$ cat src/rtl/counter_ctrl_pkg.sv
// -----------------------------------------------------------------------------
// counter_ctrl_pkg
// Shared types and constants for the counter_ctrl block:
//   state_e       : controller states IDLE / RUN / PAUSE / DONE
//   op_e          : command opcodes carried on cmd_op
//   DEFAULT_WIDTH : default counter / terminal-value width
// -----------------------------------------------------------------------------
package counter_ctrl_pkg;

    localparam int DEFAULT_WIDTH = 4;

    typedef enum logic [1:0] {
        IDLE  = 2'b00,
        RUN   = 2'b01,
        PAUSE = 2'b10,
        DONE  = 2'b11
    } state_e;

    typedef enum logic [1:0] {
        OP_LOAD  = 2'b00,
        OP_START = 2'b01,
        OP_STOP  = 2'b10,
        OP_CLEAR = 2'b11
    } op_e;

endpackage : counter_ctrl_pkg

$ cat src/rtl/counter_ctrl_if.sv
// -----------------------------------------------------------------------------
// counter_ctrl_if
// Command channel between a host/sequencer and counter_ctrl.
//   cmd_valid   : command present                  (master -> slave)
//   cmd_ready   : controller can accept a command  (slave  -> master)
//   cmd_op      : opcode, see op_e                 (master -> slave)
//   cmd_data    : terminal value for LOAD          (master -> slave)
//   mode_reload : 1 = auto-reload, 0 = one-shot; used when START is accepted
// Modports: master (host side), slave (controller side).
// -----------------------------------------------------------------------------
interface counter_ctrl_if
    import counter_ctrl_pkg::*;
#(
    parameter int WIDTH = DEFAULT_WIDTH
);

    logic             cmd_valid;
    logic             cmd_ready;
    op_e              cmd_op;
    logic [WIDTH-1:0] cmd_data;
    logic             mode_reload;

    modport master (
        output cmd_valid,
        output cmd_op,
        output cmd_data,
        output mode_reload,
        input  cmd_ready
    );

    modport slave (
        input  cmd_valid,
        input  cmd_op,
        input  cmd_data,
        input  mode_reload,
        output cmd_ready
    );

endinterface : counter_ctrl_if

$ cat src/rtl/counter_core.sv
// -----------------------------------------------------------------------------
// counter_core
// WIDTH-bit unsigned up-counter with synchronous clear.
//   clk   : rising-edge clock
//   rst_n : synchronous active-low reset, count -> 0
//   clr   : synchronous clear, wins over inc
//   inc   : increment by one
//   count : registered count value
// -----------------------------------------------------------------------------
module counter_core #(
    parameter int WIDTH = 4
) (
    input  logic             clk,
    input  logic             rst_n,
    input  logic             clr,
    input  logic             inc,
    output logic [WIDTH-1:0] count
);

    logic [WIDTH-1:0] count_q;

    // NOTE: reset is sampled only at the clock edge, so it belongs inside the
    // posedge-only always_ff; state registers use <= so every flop samples
    // pre-edge values regardless of statement order.
    always_ff @(posedge clk) begin
        if (!rst_n) begin
            count_q <= '0;
        end else if (clr) begin
            count_q <= '0;
        end else if (inc) begin
            count_q <= count_q + 1'b1;
        end
    end

    assign count = count_q;

endmodule : counter_core

$ cat src/rtl/counter_ctrl.sv
// -----------------------------------------------------------------------------
// counter_ctrl
// Command-driven sequencer for a WIDTH-bit up-counter: LOAD a terminal value,
// START / STOP (pause) / resume, CLEAR; one-shot or auto-reload operation and a
// terminal-count pulse.
//   clk       : rising-edge clock
//   rst_n     : synchronous active-low reset
//   cmd       : counter_ctrl_if.slave command channel (valid/ready/op/data/mode)
//   count_out : registered count
//   busy      : high in RUN
//   tc_pulse  : high in RUN while count_out == terminal value
//   done      : high in DONE (one-shot run finished)
// Optional build macro COUNTER_CTRL_PRESCALE_EN: the count only advances in RUN
// on cycles where an internal prescaler reaches PRESCALE-1. Without it the
// count advances every RUN cycle and PRESCALE has no effect.
// -----------------------------------------------------------------------------
module counter_ctrl
    import counter_ctrl_pkg::*;
#(
    parameter int WIDTH    = DEFAULT_WIDTH,
    parameter int PRESCALE = 2
) (
    input  logic             clk,
    input  logic             rst_n,
    counter_ctrl_if.slave    cmd,
    output logic [WIDTH-1:0] count_out,
    output logic             busy,
    output logic             tc_pulse,
    output logic             done
);

    state_e           state_q, state_d;
    logic [WIDTH-1:0] term_q, term_d;
    logic             mode_q, mode_d;
    logic             ready_q;

    logic             accept;
    logic             cmd_eff;   // accepted command that actually changes something
    logic             run_go;    // RUN cycle not overridden by a command
    logic             step;      // count may advance this cycle
    logic             at_term;
    logic             cnt_clr;
    logic             cnt_inc;

    assign accept        = cmd.cmd_valid && ready_q;
    assign cmd.cmd_ready = ready_q;
    assign at_term       = (count_out == term_q);

    // START while running and STOP outside RUN are no-ops, so they must not
    // suppress the normal RUN behaviour of that cycle.
    assign cmd_eff = accept &&
                     ((cmd.cmd_op == OP_LOAD)  ||
                      (cmd.cmd_op == OP_CLEAR) ||
                      ((cmd.cmd_op == OP_START) && (state_q != RUN)) ||
                      ((cmd.cmd_op == OP_STOP)  && (state_q == RUN)));

    assign run_go = (state_q == RUN) && !cmd_eff;

`ifdef COUNTER_CTRL_PRESCALE_EN
    localparam int PSC_W = (PRESCALE > 1) ? $clog2(PRESCALE) : 1;
    localparam logic [PSC_W-1:0] PSC_LAST = PSC_W'(PRESCALE - 1);

    logic [PSC_W-1:0] psc_q, psc_d;
    logic             psc_clr;

    // Every effective command except STOP restarts the prescale period; STOP
    // (entering PAUSE) leaves it frozen where it was.
    assign psc_clr = cmd_eff && (cmd.cmd_op != OP_STOP);
    assign step    = (psc_q == PSC_LAST);

    always_comb begin
        psc_d = psc_q;
        if (psc_clr) begin
            psc_d = '0;
        end else if (run_go) begin
            psc_d = step ? '0 : psc_q + 1'b1;
        end
    end

    always_ff @(posedge clk) begin
        if (!rst_n) begin
            psc_q <= '0;
        end else begin
            psc_q <= psc_d;
        end
    end
`else
    assign step = 1'b1;
`endif

    // NOTE: every output of this block gets a default before any branch, so
    // no path leaves a variable unassigned and no latch is inferred.
    always_comb begin
        state_d = state_q;
        term_d  = term_q;
        mode_d  = mode_q;
        cnt_clr = 1'b0;
        cnt_inc = 1'b0;

        if (accept) begin
            case (cmd.cmd_op)
                OP_LOAD: begin
                    term_d  = cmd.cmd_data;
                    cnt_clr = 1'b1;
                    state_d = IDLE;
                end
                OP_START: begin
                    if (state_q == PAUSE) begin
                        state_d = RUN;
                    end else if (state_q != RUN) begin
                        cnt_clr = 1'b1;
                        mode_d  = cmd.mode_reload;
                        state_d = RUN;
                    end
                end
                OP_STOP: begin
                    if (state_q == RUN) begin
                        state_d = PAUSE;
                    end
                end
                OP_CLEAR: begin
                    cnt_clr = 1'b1;
                    state_d = IDLE;
                end
                default: ;
            endcase
        end

        if (run_go && step) begin
            if (at_term) begin
                if (mode_q) begin
                    cnt_clr = 1'b1;
                end else begin
                    state_d = DONE;
                end
            end else begin
                cnt_inc = 1'b1;
            end
        end
    end

    always_ff @(posedge clk) begin
        if (!rst_n) begin
            state_q <= IDLE;
            term_q  <= '1;
            mode_q  <= 1'b1;
            ready_q <= 1'b1;
        end else begin
            state_q <= state_d;
            term_q  <= term_d;
            mode_q  <= mode_d;
            // Drops for exactly one cycle after each acceptance.
            ready_q <= !accept;
        end
    end

    counter_core #(
        .WIDTH (WIDTH)
    ) u_core (
        .clk   (clk),
        .rst_n (rst_n),
        .clr   (cnt_clr),
        .inc   (cnt_inc),
        .count (count_out)
    );

    assign busy     = (state_q == RUN);
    assign done     = (state_q == DONE);
    assign tc_pulse = busy && at_term;

endmodule : counter_ctrl

$ cat src/flat_wrapper.sv
// flat-port wrapper written by rule: the top's interface ports become plain ports
module counter_ctrl_flat import counter_ctrl_pkg::*;
#(
    parameter int WIDTH    = DEFAULT_WIDTH,
    parameter int PRESCALE = 2
)
  (clk, rst_n, count_out, busy, tc_pulse, done, cmd_cmd_valid, cmd_cmd_op, cmd_cmd_data, cmd_mode_reload, cmd_cmd_ready);
  counter_ctrl_if #(.WIDTH(WIDTH)) cmd_i ();
  input  logic clk;
  input  logic rst_n;
  output logic [WIDTH-1:0] count_out;
  output logic busy;
  output logic tc_pulse;
  output logic done;
  input wire logic [$bits(cmd_i.cmd_valid)-1:0] cmd_cmd_valid;
  input wire logic [$bits(cmd_i.cmd_op)-1:0] cmd_cmd_op;
  input wire logic [$bits(cmd_i.cmd_data)-1:0] cmd_cmd_data;
  input wire logic [$bits(cmd_i.mode_reload)-1:0] cmd_mode_reload;
  output wire logic [$bits(cmd_i.cmd_ready)-1:0] cmd_cmd_ready;
  assign cmd_i.cmd_valid = cmd_cmd_valid;
  assign cmd_i.cmd_op = cmd_cmd_op;
  assign cmd_i.cmd_data = cmd_cmd_data;
  assign cmd_i.mode_reload = cmd_mode_reload;
  assign cmd_cmd_ready = cmd_i.cmd_ready;
  counter_ctrl #(.WIDTH(WIDTH), .PRESCALE(PRESCALE)) u_core (.clk(clk), .rst_n(rst_n), .cmd(cmd_i), .count_out(count_out), .busy(busy), .tc_pulse(tc_pulse), .done(done));
endmodule
$ cat config.mk
export PLATFORM = sky130hd
export DESIGN_NAME = counter_ctrl_flat
export DESIGN_NICKNAME = d
export VERILOG_FILES = /design/src/rtl/counter_ctrl_pkg.sv /design/src/rtl/counter_ctrl_if.sv /design/src/rtl/counter_core.sv /design/src/rtl/counter_ctrl.sv /design/src/flat_wrapper.sv
export SDC_FILE = /design/constraint.sdc
export NUM_CORES = 1
export LEC_CHECK = 0
export ABC_AREA = 1
export BUFFER_PORTS_ARGS = -buffer_cell sky130_fd_sc_hd__buf_2
export CAP_MARGIN = 15
export CORE_MARGIN = 2
export CORE_UTILIZATION = 47
export CTS_CLUSTER_SIZE = 24
export DETAILED_ROUTE_END_ITERATION = 6
export PLACE_DENSITY = 0.75
export SYNTH_ARGS = -nofsm -noshare
export SYNTH_HDL_FRONTEND = slang
export SYNTH_SLANG_ARGS = --single-unit
$ cat constraint.sdc
create_clock -name clk -period 1.4 [get_ports clk]
set_clock_uncertainty 0.05 [all_clocks]
set_input_delay 0.07 -clock clk [delete_from_list [all_inputs] [get_ports clk]]
set_output_delay 0.07 -clock clk [all_outputs]
set_load 0.01 [all_outputs]
Word level (Yosys, flattened, before mapping)
Cells that the tools add are included.

Bits in registers: 12. Bits of input ports: 10. Output and inout port bits: 8.

$add $sub $neg: 1. Equality and inequality tests: 8. Mux-type cells: 17. Bitwise gates (word level): 2. Reduce and logical (&&, ||, !) cells: 16.

Operator list (count): two-way mux 2 bit (7); == test 2 bit (second input constant) (4); two-way mux 1 bit (8); logical AND 1 bit (6); one-hot mux 2 bit (3 select lines) (1); adder 4 x 1 -> 4 bit (second input constant) (1); == test 2 x 1 -> 1 bit (second input constant) (2); == test 4 bit (1); AND reduction 4 bit (1); OR reduction 2 bit (2); logical OR 1 bit (3); zero test 1 bit (2); zero test 2 bit (1); inequality test 2 x 1 -> 1 bit (second input constant) (1); inverter 1 bit (2); one-hot mux 1 bit (2 select lines) (1); AND reduction 2 bit (1).

Longest topological paths before layout
Gate-level depths: netlist of run 1.

Depth in word-level cells: 9. Mapped depth: 11. Mapped depth without buffers: 11.

By module
From an unflattened synthesis of run 1, not the netlist that was laid out.

Cells, all modules: 116. Area total of the unflattened synthesis: 810.8 µm².

Modules (own cells, without submodules): counter_ctrl (instances 1, cells each 93, area each 640.6 µm²); counter_core (instances 1, cells each 23, area each 170.2 µm²).

Worst setup path after synthesis of run 1
No wires, ideal clock.

Path kind: register to register. Start: register u_core.state_q[1]. End: register u_core.u_core.count_q[2], in the netlist u_core.u_core.count[2]. Setup time: 0.109 ns. Arrival time: 1.302 ns. Setup slack: -0.061 ns. Cell stages (with the launch flop): 11. Buffers on the path: 0. Period minus slack after synthesis: 1.461 ns. Cell sequence: dfxtp_1 > inv_1 > ha_1 > nand2_1 > nand3_1 > a21boi_2 > nand2_2 > nand2_1 > nand2_1 > nand2_1 > inv_1.

Word-level cells in the longest chain between the ends: 9.

RTL lines: start, declared (line counter_ctrl.sv:32) `state_e state_q, state_d;`; start signal, assigned (line counter_ctrl.sv:149) `state_q <= state_d;`; inequality test 2 x 1 -> 1 bit (line counter_ctrl.sv:54, counter_ctrl.sv:110); two-way mux 1 bit / logical AND 1 bit (equally long branches) (line counter_ctrl.sv:110, counter_ctrl.sv:54); two-way mux 1 bit / logical OR 1 bit (equally long branches) (line counter_ctrl.sv:108, counter_ctrl.sv:53); one-hot mux 1 bit (2 select lines) / logical OR 1 bit (equally long branches) (line counter_ctrl.sv:101, counter_ctrl.sv:54); two-way mux 1 bit / logical AND 1 bit (equally long branches) (line counter_ctrl.sv:100, counter_ctrl.sv:51); two-way mux 1 bit / zero test 1 bit (equally long branches) (line counter_ctrl.sv:131, counter_ctrl.sv:57); two-way mux 1 bit / logical AND 1 bit (equally long branches) (line counter_ctrl.sv:130, counter_ctrl.sv:57); two-way mux 1 bit (line counter_ctrl.sv:129) `if (run_go && step) begin`; OR reduction 2 bit (no source line); end signal, assigned (line counter_core.sv:31) `count_q <= count_q + 1'b1;`; end, declared (line counter_core.sv:20) `logic [WIDTH-1:0] count_q;`.

Parallel ways exist; a longest one is shown, timed or not. A chain may end at the register's enable or synchronous reset.

Worst setup path after layout of run 1
Start: register u_core.state_q[1]. End: register u_core.u_core.count_q[0], in the netlist u_core.u_core.count[0].

The elaborated chain is that of the path after synthesis.

==> results.yml, run 1 <==
status:
  run_status: "complete, but fails checks"
  violations_in_the_final_reports: "negative setup slack"
synth:
  synth_area_per_cell_um2: 6.897
  synth_top_cell_area_share_pct: 28.32
  postSynth.asyncResetShare_pct: 0
  area_contributors_post_synth: "dfxtp_1, ha_1, nand2_1"
  number_of_enable_flip_flop_cells_after_synthesis: 0
  synth_top_cells_by_count: "nand2_1, inv_1, dfxtp_1, ha_1, nand3_1"
  synth_largest_area_cell: "dfxtp_1"
  netlist_instances: 123
  synth_seq_cells: 12
  postSynthNetCount: 145
  ys_seq_area_share_pct: 28.32
  synthesis.area_um2: 848.3
  synth_warnings: 0
  synth.most_common_cell: "nand2_1"
  synth_cell_types: 18
  ys.flop_type: "dfxtp_1"
die:
  fp.dieW_um: 46.49
  fp.dieArea_mm2: 0.002161
  core-area_mm2: 0.001708
  die_h_um: 46.49
  top_level_ports: 18
  start_util_pct: 49.67
  floorplan.rows: 15
global_route:
  grt_first_pass_wirelength_um: 3353
  antenna_found_initial: 0
  grt_remaining_overflow: 0
  total_global_route_track_usage_pct: 21.81
  first_global_vias: 813
  grt_start_max_net_pins: 9
route:
  post_route_met1_wirelength_um: 915
  routedWlPerCell_um: 10.65
  dr_drc_count: 0
  first_iter_violations: 6
  met2_length_um: 914
  routed_wl_um: 1939
  routed-via-count: 872
  dr.max_layer_used: "met4"
  drtAntennaViolNets: 0
  drt_first_pass_iters: 4
  sum_of_met3_wire_segment_lengths_after_detailed_routing_um: 83
  route.detailed.vias_per_inst: 4.791
layout:
  post_route_cells_drive_above_1_share_pct: 33.76
  design.final.nets: 181
  post-route-cell-area_mm2: 0.001172
  diodes: 0
  area.growth.synth_to_final_pct: 38.20
timing:
  timing.max_slew.rel_slack_pct: 86.61
  min_period_ps: 1430
  timing_hold_violations_final: 0
  final.setup.worst_slack_ps: -29.59
  grt_setup_unrepaired: "yes"
  max_clock_freq_mhz: 699.5
  report.final.setup_viol: 4
  worst_pin_slew_ps: 200.3
  final.period_utilization_pct: 102.1
  final-max-slew-violation-count: 0
placed_design:
  dpl_cell_area_mm2: 0.001032
  place_congestion: 0.8181
  portBuffers: 17
  detailed_placement_hpwl_um: 1423
setup_path:
  worstPathArrival_ps: 1560
  crit_path_end_kind: "flip-flop"
  worst_r2r_endpoint: "u_core.u_core.count[0]"
  worstRegToRegCells: 10
  worst_ep_required_time_ps: 1530
  crit-reg2reg-launch: "u_core.state_q[1]"
  worst_setup_path_startpoint: "u_core.state_q[1]"
  r2r_slack_ps: -30
  crit_path_start_kind: "flip-flop"
  critPathCapture: "u_core.u_core.count[0]"
  critical_path_peak_fanout: 6
  crit_type: "flip-flop to flip-flop"
clock_network:
  number_of_buffers_on_the_longest_clock_path: 2
  numCtsBuffers: 3
  ctsHtreeMaxLevel: 1
  tritoncts: "yes"
  clock-root-buffer: "clkbuf_4"
  worst_skew_pair.late_latency_ps: 290
  cts.sinks: 12
  cts.reportedPaths.clkPinSlew_ps: 80
power:
  leakagePower_nw: 0.6521
  totalPowerFinal_w: 0.0007270
  vdd_drop_max_v: 0.0004887
  power_per_cell_area_mw_per_mm2: 620.1
min_path:
  holdCritPathClass: "input pin to flip-flop"
  hold_path.startpoint: "cmd_cmd_valid"
flow_run:
  max_cap_violations: 0
[cell families (layout without fill, tap and decap cells)]
logic type      Yosys count  in the layout  share of synthesized area [%]
compound gates           16             16                          10.47
xor+xnor                  2              2                          2.065
fa+ha+maj                12             12                          17.70
buf+inv                  25             59                          11.06
flops                    12             12                          28.32
simple gates             56             56                          30.38
[cells in the final DEF (no fill, tap or decap), types with 2 or more instances in the layout]
cell type,instances
nor2_4,3
dlygate4sd3_1,6
clkbuf_4,3
a21oi_1,9
nand2_1,32
buf_2,17
xor2_1,2
buf_4,8
inv_2,5
dfxtp_2,3
ha_1,10
dfxtp_1,8
inv_1,19
nand3_1,9
o21ai_0,5
nand2_2,5
[what timing repair did]
item | 4_1_cts | 5_1_grt
hold endpoints to repair | 6 | 0
buffers inserted | 0 | 0
gates cloned | 0 | 0
setup endpoints to repair | 5 | 8
hold buffers | 6 | 0
gates resized for setup | 11 | 8
pin swaps | 5 | 10
[per-layer routing]
metal	vias up	GRT usage [%]
li1	452	-
met1	401	28.67
met2	16	35.28
met3	3	5.882
met4	0	5.143
met5	-	0
[power by group]
part | switching [W] | internal [W]
combinational | 0.0000788 | 0.0000644
sequential | 0.00000846 | 0.000351
clock | 0.000124 | 0.000100
[worst min path at each step]
stage                                 to  slack [ps]  cells past startpoint
global placement        u_core.term_q[2]         230                      3
detailed placement      u_core.term_q[2]         240                      3
CTS                 u_core.cmd.cmd_ready          90                      4
finish              u_core.cmd.cmd_ready          90                      4
global route        u_core.cmd.cmd_ready         150                      4
floorplan           u_core.cmd.cmd_ready          90                      1
[layout make-up]
cell class | count | area (um2)
clock buffers | 3 | 22.52
fillers | 140 | 535.5
inverters | 25 | 96.34
multi-input cells | 86 | 569.3
flip-flops and latches | 12 | 247.7
well taps | 25 | 31.28
repair buffers | 31 | 205.2
[registers in the layout (all words and copies together) (netlist names)]
signal and flops:
u_core.mode_q 1, u_core.state_q 2, u_core.cmd.cmd_ready 1, u_core.term_q 4
u_core.u_core.count 4
[stage by stage]
step,setup slack (ps),std cells,setup TNS (ps),hold WS [ps],utilization (%)
2_1_floorplan,9.349,123,0,89.43,-
3_3_place_gp,-42.95,173,-163.3,232.0,60.44
3_5_place_dp,-68.57,173,-228.7,242.5,60.44
4_1_cts,-6.135,182,-6.135,86.98,67.47
5_1_grt,-110.8,182,-452.1,145.1,68.64
6_report,-29.59,182,-64.09,92.16,68.64
[critical path: stages (launching register included)]
cell and delay [ps]:
dfxtp_2 350, inv_4 50, ha_4 160, nand2_2 80, nand3_4 90, a21boi_4 230
nand2_2 110, nand2_1 70, nand2_1 50, nand2_1 50, inv_1 30
Power figures use the tool's default switching activity.
==> run 2: changes to the inputs <==
Settings changed: ABC_AREA 1 to unset, CORE_UTILIZATION 47 to 46.
==> run 2 against run 1 <==
Die area shrank 5.3%. The run still ends with negative setup slack left. Non-clock buffer count grew 14. Sequential power increased by 3%. Largest cell class unchanged. Count of clock-buffer cells in the layout rose by 1. Core utilization is 15 points higher. Total power up 21%. Combinational power rose by 59%.
==> results.yml, run 2 <==
status:
  run_status: "complete, but fails checks"
  violations_in_the_final_reports: "negative setup slack"
power:
  vdd_drop_max_v: 0.0004494
  clock_power_share_pct: 31.9
  p_seq_share_pct: 42.1
  power_per_cell_area_mw_per_mm2: 683.2
  power.combinational.fraction_pct: 26.0
  power_report.internal_total_w: 0.0006357
  net_switching_w: 0.0002413
  leakagePower_nw: 0.6341
  sw_frac_of_total_pct: 27.52
synth:
  synth_cell_types: 33
  synth_top_cell_area_share_pct: 30.72
  synth_area_per_cell_um2: 9.422
  netlist_instances: 83
  area_contributors_post_synth: "dfxtp_1, ha_1, mux2i_1"
  postSynthNetCount: 105
  synth_top_cells_by_count: "dfxtp_1, ha_1, inv_1, nand2_1, a21oi_1"
  synthesis.area_um2: 782.0
  ys.flop_type: "dfxtp_1"
  ys_seq_area_share_pct: 30.72
  synth_warnings: 0
  number_of_enable_flip_flop_cells_after_synthesis: 0
  synth_largest_area_cell: "dfxtp_1"
  postSynth.asyncResetShare_pct: 0
  synth_seq_cells: 12
route:
  routed_wl_um: 2343
  route.detailed.vias_per_inst: 5.473
  dr_drc_count: 0
  drt_first_pass_iters: 4
  first_iter_violations: 14
  routed-via-count: 799
  routedWlPerCell_um: 16.05
  drtAntennaViolNets: 0
layout:
  area.sequential_um2: 252.7
  fill_cells: 84
  layout_common_cells: "buf_4, buf_2, ha_1, dfxtp_2"
  area.growth.synth_to_final_pct: 64.16
  diodes: 0
  design.final.nets: 153
  multi_input_gate_area_in_the_final_layout_um2: 630.6
  post-route-util_pct: 83.28
  post_route_cells_drive_above_1_share_pct: 54.62
  final_common_cell: "buf_4"
timing:
  timing_hold_violations_final: 0
  final.period_utilization_pct: 123.5
  worst_pin_slew_ps: 344.3
  report.final.setup_viol: 8
  grt_setup_unrepaired: "yes"
  max_clock_freq_mhz: 578.3
  final.setup.worst_slack_ps: -329.3
  min_period_ps: 1729
  timing.max_slew.rel_slack_pct: 76.99
  totalNegativeSetupSlack_ps: -1708
  final-max-slew-violation-count: 0
die:
  fp.dieArea_mm2: 0.002046
  start_util_pct: 50.73
  die_h_um: 45.23
  fp.dieW_um: 45.23
  top_level_ports: 18
  floorplan.rows: 14
  core-area_mm2: 0.001541
min_path:
  worst_hold_path.num_cells: 2
  holdCritPathClass: "input pin to flip-flop"
clock_network:
  tritoncts: "yes"
  clock-root-buffer: "clkbuf_4"
  ctsHtreeMaxLevel: 1
  worst_skew_pair.late_latency_ps: 280
  number_of_buffers_on_the_longest_clock_path: 2
  cts.reportedPaths.clkPinSlew_ps: 80
  numCtsBuffers: 3
  cts.sinks: 12
setup_path:
  crit_type: "flip-flop to flip-flop"
  worst_ep_required_time_ps: 1570
  crit_path_end_kind: "flip-flop"
  worstRegToRegCells: 5
  critical_path_peak_fanout: 5
  crit_path_start_kind: "flip-flop"
  worstPathArrival_ps: 1900
placed_design:
  place_congestion: 0.8220
  detailed_placement_hpwl_um: 1436
  setup_slack_after_placement_ps: -391.1
  portBuffers: 17
global_route:
  antenna_found_initial: 0
  first_global_vias: 796
  grt_first_pass_wirelength_um: 3615
  grt_start_max_net_pins: 10
  grt_remaining_overflow: 0
  total_global_route_track_usage_pct: 25.54
flow_run:
  max_cap_violations: 0
## run 2: cell types whose count changed after synthesis, sizes merged, moves of 3 or more
cell | previous run | this run
nor2 | 5 | 1
inv | 25 | 7
xnor2 | 0 | 4
nand2 | 38 | 7
nand3 | 11 | 3
o21ai | 5 | 2
mux2i | 0 | 4
a21oi | 9 | 6
## run 2: cell families (layout without fill, tap and decap cells)
logic type	Yosys count	count (layout)	synth area share [%]
AOI/OAI and AO/OA	19	19	17.12
xor gates and xnor gates	4	4	4.480
adders and majority gates	12	12	19.20
buffers and inverters	9	56	5.280
DFF	12	12	30.72
muxes	5	5	6.560
and+or+nand+nor	22	22	16.64
## run 2: final timing paths
kind / from / endpoint / slack [ps]
worst min register to register: u_core.term_q[3] / u_core.term_q[3] / 460
worst min-delay path: rst_n / u_core.term_q[1] / 10
worst max register to register: u_core.state_q[0] / u_core.u_core.count[3] / -330
worst max-delay path: u_core.state_q[0] / u_core.u_core.count[3] / -330
## run 2: final cells by class
| cell class | instances | share of cell area (%) |
|---|---|---|
| Multi-Input combinational cell | 62 | 49.12 |
| Sequential cell | 12 | 19.69 |
| Clock buffer | 4 | 2.827 |
| Tap cell | 16 | 1.559 |
| Inverter | 7 | 2.047 |
| Timing Repair Buffer | 45 | 24.76 |
## run 2: repair_timing
item,CTS,global route
setup buffers,4,0
endpoints found under the hold margin,6,0
pin swaps,5,6
hold buffers,6,0
resized for setup,15,8
endpoints found under the setup margin,8,9
## run 2: through the flow
stage	std cells	power [W]	hold WS (ps)	cell area, um2
finish	146	0.0008770	9.808	1284
global route	146	0.0009240	1.407	1284
CTS	146	0.0008608	10.12	1255
detailed placement	132	0.0005355	238.3	1040
global placement	132	0.0005297	229.6	1040
floorplan	83	0.0004652	107.1	814.5
## run 2: per-layer routing
layer  track usage [%]  vias to the layer above  routed length, um
met5                 0                        -                  0
met4             9.412                        0                 50
met3             4.800                        7                 79
met2             44.86                       23               1210
met1             30.56                      378               1003
li1                  -                      391                  -
## run 2: critical path: stages, from the launching register on
cell and delay (ps):
dfxtp_4 370, ha_4 160, mux2_4 310, a2bb2oi_4 160, or4_4 480, a21oi_2 140
## run 2: power groups by stage
stage,combinational [W],clock [W],sequential [W]
2_1_floorplan,0.0000891,0,0.000376
3_3_place_gp,0.000157,0,0.000373
3_5_place_dp,0.000161,0,0.000374
4_1_cts,0.000205,0.000287,0.000368
5_1_grt,0.000243,0.000310,0.000371
6_report,0.000228,0.000280,0.000369
==> run 3: changes to the inputs <==
Settings changed: CORE_MARGIN 2 to unset, MAX_ROUTING_LAYER set to met4.
==> run 3 against run 2 <==
Total power grew 1.8%. Critical path depth grew 2. The run still ends with negative setup slack left. Setup slack lost 28 ps. Final area fell by 2.3%. Largest power group unchanged. Worst hold slack improved by 4.0 ps. Critical endpoint is now u_core.u_core.count[1]. Via count down 0.25%. Sequential share of layout area increased by 0.072 points. First-iteration DRC count decreased by 29%. Combinational power about the same. Routed wire length down 0.21%.
==> results.yml, run 3 (same netlist as run 2, synthesis figures left out) <==
status:
  run_status: "complete, but fails checks"
  violations_in_the_final_reports: "negative setup slack"
setup_path:
  worstRegToRegCells: 7
  worst_path_largest_cell_delay_ps: 350
  critical_path_peak_fanout: 5
  path_delay_family: "compound AO/OA/AOI/OAI gates"
  critical_path.cell_chain: "inv_2 > ha_4 > mux2_4 > a2bb2oi_4 > buf_6 > o311ai_4 > a21oi_1"
  crit_path_top_delay_cell: "dfxtp_2"
  worst_ep_required_time_ps: 1510
  crit-reg2reg-launch: "u_core.state_q[1]"
  worst_r2r_endpoint: "u_core.u_core.count[1]"
  worstPathArrival_ps: 1870
  crit_type: "flip-flop to flip-flop"
  crit_path_end_kind: "flip-flop"
  timing.critical_path.buf_inv: 2
  r2r_slack_ps: -360
  crit_path_start_kind: "flip-flop"
placed_design:
  portBuffers: 17
  detailed_placement_hpwl_um: 1451
  dpl_cell_area_mm2: 0.001032
  place_congestion: 0.8452
  cell_count_post_placement: 131
global_route:
  grt_remaining_overflow: 0
  total_global_route_track_usage_pct: 28.57
  grt_first_pass_wirelength_um: 3691
  groute.layer.met2.usage_pct: 54.63
  grt_start_max_net_pins: 10
  first_global_vias: 836
  gr_layer_usage_met1_pct: 27.79
  grtUsageMet3_pct: 4.681
  antenna_found_initial: 0
  gr-max-usage-layer: "met2"
power:
  leakagePower_nw: 0.6015
  sw_frac_of_total_pct: 28.68
  p_seq_share_pct: 41.1
  power_report.internal_total_w: 0.0006368
  power.combinational.fraction_pct: 25.7
  net_switching_w: 0.0002561
  power_per_cell_area_mw_per_mm2: 712.2
  clock_power_share_pct: 33.2
  totalPowerFinal_w: 0.0008928
  vdd_drop_max_v: 0.0004837
layout:
  final_common_cell: "buf_4"
  post-route-cell-area_mm2: 0.001254
  finalNonFillerCells: 144
  layout_common_cells: "buf_4, buf_2, ha_1, dfxtp_1"
  post_route_cells_drive_above_1_share_pct: 48.44
  area.growth.synth_to_final_pct: 60.32
  diodes: 0
  design.final.nets: 151
  post-route-util_pct: 81.33
timing:
  timing_hold_violations_final: 0
  worst_pin_slew_ps: 345.7
  report.final.setup_viol: 7
  final.setup.worst_slack_ps: -356.9
  grt_setup_unrepaired: "yes"
  timing.max_slew.rel_slack_pct: 76.90
  max_clock_freq_mhz: 569.2
  min_period_ps: 1757
  final.period_utilization_pct: 125.5
  final-max-slew-violation-count: 0
die:
  start_util_pct: 50.73
  floorplan.rows: 14
  top_level_ports: 18
  fp.dieW_um: 43.23
  fp.dieArea_mm2: 0.001869
  core-area_mm2: 0.001541
  die_h_um: 43.23
clock_network:
  clock-root-buffer: "clkbuf_4"
  ctsHtreeMaxLevel: 1
  number_of_buffers_on_the_longest_clock_path: 2
  cts.sinks: 12
  tritoncts: "yes"
  cts.reportedPaths.clkPinSlew_ps: 80
  numCtsBuffers: 3
  worst_skew_pair.late_latency_ps: 280
route:
  routed_wl_um: 2338
  routedWlPerCell_um: 16.24
  dr_drc_count: 0
  route.detailed.vias_per_inst: 5.535
  drt_first_pass_iters: 4
  first_iter_violations: 10
  drtAntennaViolNets: 0
  routed-via-count: 797
min_path:
  holdCritPathClass: "input pin to flip-flop"
  worstHoldEndpoint: "u_core.term_q[1]"
  hold_path.startpoint: "rst_n"
  worst_hold_path.num_cells: 2
flow_run:
  max_cap_violations: 0
run 3: layout make-up:
class	count	area, um2
inverter	7	26.28
tap	16	20.02
sequential	12	247.7
fill	92	287.8
clock buffer	4	36.28
multi-input combinational	62	610.6
timing repair buffer	43	312.8
run 3: worst max path at each step:
| stage | from | to | cells after the start |
|---|---|---|---|
| CTS | u_core.state_q[1] | u_core.u_core.count[0] | 7 |
| global route | u_core.state_q[1] | u_core.u_core.count[2] | 7 |
| finish | u_core.state_q[1] | u_core.u_core.count[1] | 7 |
| detailed placement | u_core.state_q[0] | u_core.u_core.count[1] | 5 |
| global placement | u_core.state_q[0] | u_core.u_core.count[3] | 5 |
| floorplan | u_core.state_q[1] | u_core.u_core.count[3] | 6 |
run 3: routing by layer:
metal	wire (um)	part of all wire, %
met5	0	0
met1	896	38
met2	1281	55
met3	96	4.1
met4	63	2.7
run 3: power groups by stage:
stage | Clock, W | Combinational [W] | Sequential [W]
3_5_place_dp | 0 | 0.000162 | 0.000374
2_1_floorplan | 0 | 0.0000891 | 0.000376
6_report | 0.000296 | 0.000230 | 0.000367
4_1_cts | 0.000284 | 0.000207 | 0.000365
5_1_grt | 0.000312 | 0.000248 | 0.000368
3_3_place_gp | 0 | 0.000157 | 0.000373
run 3: timing repair:
action                     4_1_cts  5_1_grt
setup buffers                    3        0
pin swaps                        6        2
hold buffers                     6        0
cloned                           0        0
gates resized for setup         11        8
hold endpoints to repair         6        0
setup endpoints to repair        8        9
run 3: per-stage QoR:
step	setup slack [ps]	TNS, ps	hold slack [ps]
floorplan	-355.7	-1368	107.1
global placement	-311.5	-1378	227.6
detailed placement	-384.7	-1742	236.1
CTS	-267.4	-1516	15.93
global route	-390.0	-2165	37.85
finish	-356.9	-1835	13.79
